===== config.mk =====
export PLATFORM = sky130hd
export DESIGN_NAME = clock_set_controller
export DESIGN_NICKNAME = d
export VERILOG_FILES = /design/src/rtl/clock_set_controller.sv
export SDC_FILE = /design/constraint.sdc
export NUM_CORES = 1
export LEC_CHECK = 0
export BUFFER_PORTS_ARGS = -buffer_cell sky130_fd_sc_hd__buf_4
export CAP_MARGIN = 20
export CORE_MARGIN = 5
export CORE_UTILIZATION = 56
export DETAILED_ROUTE_END_ITERATION = 8
export PLACE_DENSITY = 0.73
export SLEW_MARGIN = 10
export SYNTH_ARGS = -nofsm -noshare
export SYNTH_HDL_FRONTEND = slang
export SYNTH_SLANG_ARGS = --single-unit

===== constraint.sdc =====
create_clock -name clk -period 2 [get_ports clk]
set_input_delay 0.2 -clock clk [delete_from_list [all_inputs] [get_ports clk]]
set_output_delay 0.2 -clock clk [all_outputs]
set_load 0.005 [all_outputs]

===== src/rtl/clock_set_controller.sv =====
// rtl/clock_set_controller.sv - time-set front end: 1 Hz divider, button debounce, set/auto-repeat FSM.
module clock_set_controller #(
  parameter int TICK_DIV        = 32768,
  parameter int DEBOUNCE_CYCLES = 256,
  parameter int HOLD_CYCLES     = 16384,
  parameter int REPEAT_DIV      = 4096
) (
  input  logic clk,
  input  logic reset,
  input  logic en,
  input  logic btn_hours,
  input  logic btn_minutes,
  output logic tick_1hz,
  output logic set_hours,
  output logic set_minutes,
  output logic set_tick
);

  localparam int TW = (TICK_DIV > 1)        ? $clog2(TICK_DIV)        : 1;
  localparam int DW = (DEBOUNCE_CYCLES > 1) ? $clog2(DEBOUNCE_CYCLES) : 1;
  localparam int HW = (HOLD_CYCLES > 1)     ? $clog2(HOLD_CYCLES)     : 1;
  localparam int RW = (REPEAT_DIV > 1)      ? $clog2(REPEAT_DIV)      : 1;

  localparam logic [TW-1:0] TICK_LAST = TW'(TICK_DIV - 1);
  localparam logic [DW-1:0] DEB_LAST  = DW'(DEBOUNCE_CYCLES - 1);
  localparam logic [HW-1:0] HOLD_LAST = HW'(HOLD_CYCLES - 1);
  localparam logic [RW-1:0] REP_LAST  = RW'(REPEAT_DIV - 1);

  typedef enum logic [2:0] {
    IDLE,
    SET_HOURS,
    REPEAT_HOURS,
    SET_MINUTES,
    REPEAT_MINUTES
  } state_t;

  state_t state;

  // Index 0 is the hours button, index 1 the minutes button.
  logic [1:0]    btn_raw;
  logic [1:0]    sync_a;
  logic [1:0]    sync_b;
  logic [1:0]    deb_state;
  logic [DW-1:0] deb_cnt [2];
  logic [1:0]    accept;
  logic [1:0]    press;
  logic [1:0]    release_ev;

  logic [TW-1:0] tick_cnt;
  logic [HW-1:0] hold_cnt;
  logic [RW-1:0] rep_cnt;

  logic own_rel;
  logic own_held;

  assign btn_raw = {btn_minutes, btn_hours};

  always_ff @(posedge clk) begin
    if (reset) begin
      sync_a <= '0;
      sync_b <= '0;
    end else begin
      sync_a <= btn_raw;
      sync_b <= sync_a;
    end
  end

  // A change is accepted on the cycle the mismatch run reaches its terminal count.
  always_comb begin
    accept = '0;
    for (int i = 0; i < 2; i++) begin
      accept[i] = en && (sync_b[i] != deb_state[i]) && (deb_cnt[i] == DEB_LAST);
    end
  end

  assign press      = accept & sync_b;
  assign release_ev = accept & ~sync_b;

  always_ff @(posedge clk) begin
    if (reset) begin
      deb_state <= '0;
      for (int i = 0; i < 2; i++) begin
        deb_cnt[i] <= '0;
      end
    end else if (en) begin
      for (int i = 0; i < 2; i++) begin
        if (sync_b[i] != deb_state[i]) begin
          if (deb_cnt[i] == DEB_LAST) begin
            deb_state[i] <= sync_b[i];
            deb_cnt[i]   <= '0;
          end else begin
            deb_cnt[i] <= deb_cnt[i] + 1'b1;
          end
        end else begin
          deb_cnt[i] <= '0;
        end
      end
    end
  end

  always_ff @(posedge clk) begin
    if (reset) begin
      tick_cnt <= '0;
      tick_1hz <= 1'b0;
    end else if (en) begin
      tick_1hz <= (tick_cnt == TICK_LAST);
      tick_cnt <= (tick_cnt == TICK_LAST) ? '0 : tick_cnt + 1'b1;
    end else begin
      tick_1hz <= 1'b0;
    end
  end

  // Only the button that started the sequence can end or sustain it.
  always_comb begin
    own_rel  = 1'b0;
    own_held = 1'b0;
    case (state)
      SET_HOURS, REPEAT_HOURS: begin
        own_rel  = release_ev[0];
        own_held = deb_state[0];
      end
      SET_MINUTES, REPEAT_MINUTES: begin
        own_rel  = release_ev[1];
        own_held = deb_state[1];
      end
      default: begin
        own_rel  = 1'b0;
        own_held = 1'b0;
      end
    endcase
  end

  always_ff @(posedge clk) begin
    if (reset) begin
      state       <= IDLE;
      hold_cnt    <= '0;
      rep_cnt     <= '0;
      set_hours   <= 1'b0;
      set_minutes <= 1'b0;
      set_tick    <= 1'b0;
    end else if (!en) begin
      set_tick <= 1'b0;
    end else begin
      set_tick <= 1'b0;
      case (state)
        IDLE: begin
          if (press[0]) begin
            state     <= SET_HOURS;
            set_hours <= 1'b1;
            set_tick  <= 1'b1;
            hold_cnt  <= '0;
          end else if (press[1]) begin
            state       <= SET_MINUTES;
            set_minutes <= 1'b1;
            set_tick    <= 1'b1;
            hold_cnt    <= '0;
          end
        end
        SET_HOURS, SET_MINUTES: begin
          if (own_rel) begin
            state       <= IDLE;
            set_hours   <= 1'b0;
            set_minutes <= 1'b0;
          end else if (hold_cnt == HOLD_LAST) begin
            if (own_held) begin
              state   <= (state == SET_HOURS) ? REPEAT_HOURS : REPEAT_MINUTES;
              rep_cnt <= '0;
            end
          end else begin
            hold_cnt <= hold_cnt + 1'b1;
          end
        end
        REPEAT_HOURS, REPEAT_MINUTES: begin
          if (own_rel) begin
            state       <= IDLE;
            set_hours   <= 1'b0;
            set_minutes <= 1'b0;
          end else if (rep_cnt == REP_LAST) begin
            set_tick <= 1'b1;
            rep_cnt  <= '0;
          end else begin
            rep_cnt <= rep_cnt + 1'b1;
          end
        end
        default: begin
          state       <= IDLE;
          set_hours   <= 1'b0;
          set_minutes <= 1'b0;
        end
      endcase
    end
  end

endmodule


==> flow_metrics.env <==
export IMPL_place_area_mm2=0.00420
export IMPL_synth_xor_area_share_pct=6.71
export IMPL_cp_max_fo=17
export IMPL_rsz0062_at_grt="true"
export IMPL_tightest_slew_ns=0.623
export IMPL_start_util_pct=58.3
export IMPL_avgSynthCellArea_um2=8.72
export IMPL_drtIter0Drc=239
export IMPL_cp_cell_sequence="ha_2 > nand4_1 > nor2_2 > a32o_2 > buf_12 > or4_4 > a21oi_2"
export IMPL_gr_total_overflow=0
export IMPL_combPwrFrac_pct=4.5
export IMPL_crit_required_ns=2.28
export IMPL_p_switching_w=0.000633
export IMPL_setup_violations=8
export IMPL_grt_pass1_wl_mm=14.4
export IMPL_synth_area_mm2=0.00377
export IMPL_cts_tree="yes"
export IMPL_clkTransAtPathRegs_ns=0.08
export IMPL_grt_antenna_before_repair=0
export IMPL_hold_buffers=0
export IMPL_critPathLaunchType="register"
export IMPL_relSlewSlack_pct=58.2
export IMPL_vias=3457
export IMPL_synth_top_area_share_pct=28.7
export IMPL_cts_sinks=70
export IMPL_core_mm2=0.00646
export IMPL_dr_pass1_iters=5
export IMPL_slowest_delay_ns=0.51
export IMPL_ys_seq_area_share_pct=41.5
export IMPL_path_buf_inv=1
export IMPL_drive_gt1_share_pct=23.7
export IMPL_synth_top_family_by_area="simple AND/OR/NAND/NOR gates"
export IMPL_min_period_ns=2.03
export IMPL_portBuffers=8
export IMPL_finalClockSkew_ns=0.0106
export IMPL_synth_mux_area_fraction_pct=1.89
export IMPL_antenna_cells=0
export IMPL_die_area_mm2=0.00846
export IMPL_cts_buffers=9
export IMPL_synth_compound_area_share_pct=14.0
export IMPL_fmax_ghz=0.493
export IMPL_vias_per_cell=6.05
export IMPL_cts_root_buf="clkbuf_8"
export IMPL_clk_latency_ns=0.35
export IMPL_crit_arrival_ns=2.31
export IMPL_max_clock_path_buffers=2
export IMPL_htreeDepth=3
export IMPL_grt_total_usage_pct=20.6
export IMPL_yosys_area_share_adder_pct=1.66
export IMPL_ioPinCount=9
export IMPL_fp_dieH_um=92.0
export IMPL_p_sw_share_pct=21.6
export IMPL_post_route_cell_area_mm2=0.00461
export IMPL_num_rows=29
export IMPL_violations="negative setup slack"
export IMPL_finalWorstSetupSlack_ns=-0.0289
export IMPL_drc=0
export IMPL_total_power_w=0.00293
export IMPL_gp_congestion=0.925
export IMPL_routedWlPerCell_um=15.4
export IMPL_fin_nets=499
export IMPL_stdcell_count=571
export IMPL_p_per_area_mw_per_mm2=636
export IMPL_min_path_type="primary input to register"
export IMPL_yosys_area_top_type="dfxtp_1"
export IMPL_cp_top_family="simple AND/OR/NAND/NOR gates"
export IMPL_synth_edff_count=16
export IMPL_status="finished with violations"
export IMPL_leakagePower_nw=1.63
export IMPL_power_share_clock_pct=44.8
export IMPL_dp_cells=545
export IMPL_cap_violations=0
export IMPL_ys_top_cells_by_area="dfxtp_1, edfxtp_1, nor2_1"
export IMPL_pwr_share_seq_pct=50.6
export IMPL_synth_most_common_cell="dfxtp_1"
export IMPL_place_hpwl_mm=5.93
export IMPL_criticalPathCategory="register to register"
export IMPL_synth_async_reset_ratio_pct=0
export IMPL_peakVddDrop_uv=505
export IMPL_synth_cells=432
export IMPL_slowest_stage="or4_4"
export IMPL_ys_types=57
export IMPL_syn_nets=442
export IMPL_synthFlopType="dfxtp_1"
export IMPL_synth_simple_area_share_pct=30.2
export IMPL_synth_seq_cells=70
export IMPL_fin_crit_sh_pct=101
export IMPL_fin_tns_setup_ns=-0.108
export IMPL_worst_setup_path_end_kind="register"
export IMPL_areaGrowthSynthToFinish_pct=22.5
export IMPL_hold_violations=0
export IMPL_fin_util_pct=71.4
export IMPL_routed_wl_mm=8.80
export IMPL_synth_commonest_cells="dfxtp_1, nor2_1, nand2_1"
export IMPL_finalMaxSlewViolations=0
export IMPL_die_x_um=92.0
export IMPL_ant_nets=0
export IMPL_yosys_warnings=0
export IMPL_first_global_vias=3225
export IMPL_grt_start_max_net_pins=34
export IMPL_p_int_w=0.00230
-- cell usage in the layout (no fill, tap or decap), types with 5 or more instances in the layout --
cell and count:
buf_4 63, nor2_1 50, dfxtp_1 50, nand2_1 36, nand3_1 28, nand4_1 18
edfxtp_1 16, a21oi_1 15, xnor2_1 14, inv_1 13, xor2_1 13, nor3_1 11
nor2b_1 11, o31ai_1 11, clkbuf_8 9, nand2b_1 8, and3_1 7, or4_1 7
o21ai_0 7, o41ai_1 6, mux2i_1 6, and4_1 5, a21oi_2 5, or4_4 5
-- sequential cells by signal, summed over array words and instances, names as in the netlist, 2 cells and up --
register,flops
deb_cnt,16
deb_state,2
tick_cnt,15
rep_cnt,12
state,3
sync_a,2
hold_cnt,14
sync_b,2
-- final cells by class --
cell class / instances / area, um2
Timing Repair Buffer: 65 / 518
Clock inverter: 5 / 80.1
Sequential cell: 70 / 1570
Clock buffer: 11 / 153
Inverter: 13 / 48.8
Multi-Input combinational cell: 330 / 2150
Tap cell: 77 / 96.3
Fill cell: 503 / 1850
-- metal layers --
layer / global-route usage (%) / part of all wire [%] / routed length (um) / vias to the layer above
met5: 0 / 0 / 0 / -
met4: 7.80 / 1.0 / 88 / 0
met2: 35.0 / 49 / 4340 / 85
met3: 3.11 / 3.7 / 324 / 7
met1: 26.6 / 46 / 4050 / 1652
li1: - / - / - / 1713
-- worst paths after layout --
check                                   start                         to  slack (ns)  cells after the start
setup / recovery  deb_cnt[1][0]$_SDFFCE_PP0P_  hold_cnt[12]$_SDFFE_PP0P_       -0.03                      7
hold / removal                      btn_hours       sync_a[0]$_SDFF_PP0_        0.06                      2
setup reg to reg  deb_cnt[1][0]$_SDFFCE_PP0P_  hold_cnt[12]$_SDFFE_PP0P_       -0.03                      7
hold reg to reg          sync_a[1]$_SDFF_PP0_       sync_b[1]$_SDFF_PP0_        0.45                      1
-- stage by stage --
| step | hold WS, ns | worst slack (ns) |
|---|---|---|
| 2_1_floorplan | 0.328 | -0.0238 |
| 3_3_place_gp | 0.415 | 0.0259 |
| 3_5_place_dp | 0.419 | -0.0211 |
| 4_1_cts | 0.0485 | -0.000340 |
| 5_1_grt | 0.0575 | -0.130 |
| 6_report | 0.0648 | -0.0289 |
-- timing repair --
item / CTS / global route
gates resized for setup: 2 / 21
gates cloned: 0 / 1
setup endpoints to repair: 8 / 29
setup buffers: 2 / 7
endpoints found under the hold margin: 0 / 0
pin swaps: 1 / 11
-- cells by family after synthesis --
kind of cell               after synthesis
adders and majority gates                5
xor gates and xnor gates                28
and+or+nand+nor                        215
DFF                                     70
muxes                                    7
AOI/OAI and AO/OA                       75
buffers and inverters                   32
-- power groups by stage --
stage | sequential (W) | combinational (W) | clock, W
floorplan | 0.00151 | 0.0000733 | 0
global placement | 0.00152 | 0.000119 | 0
detailed placement | 0.00152 | 0.000121 | 0
CTS | 0.00148 | 0.000125 | 0.00134
global route | 0.00149 | 0.000147 | 0.00140
finish | 0.00148 | 0.000133 | 0.00131
Note: power is estimated with default switching activity, not from simulation.
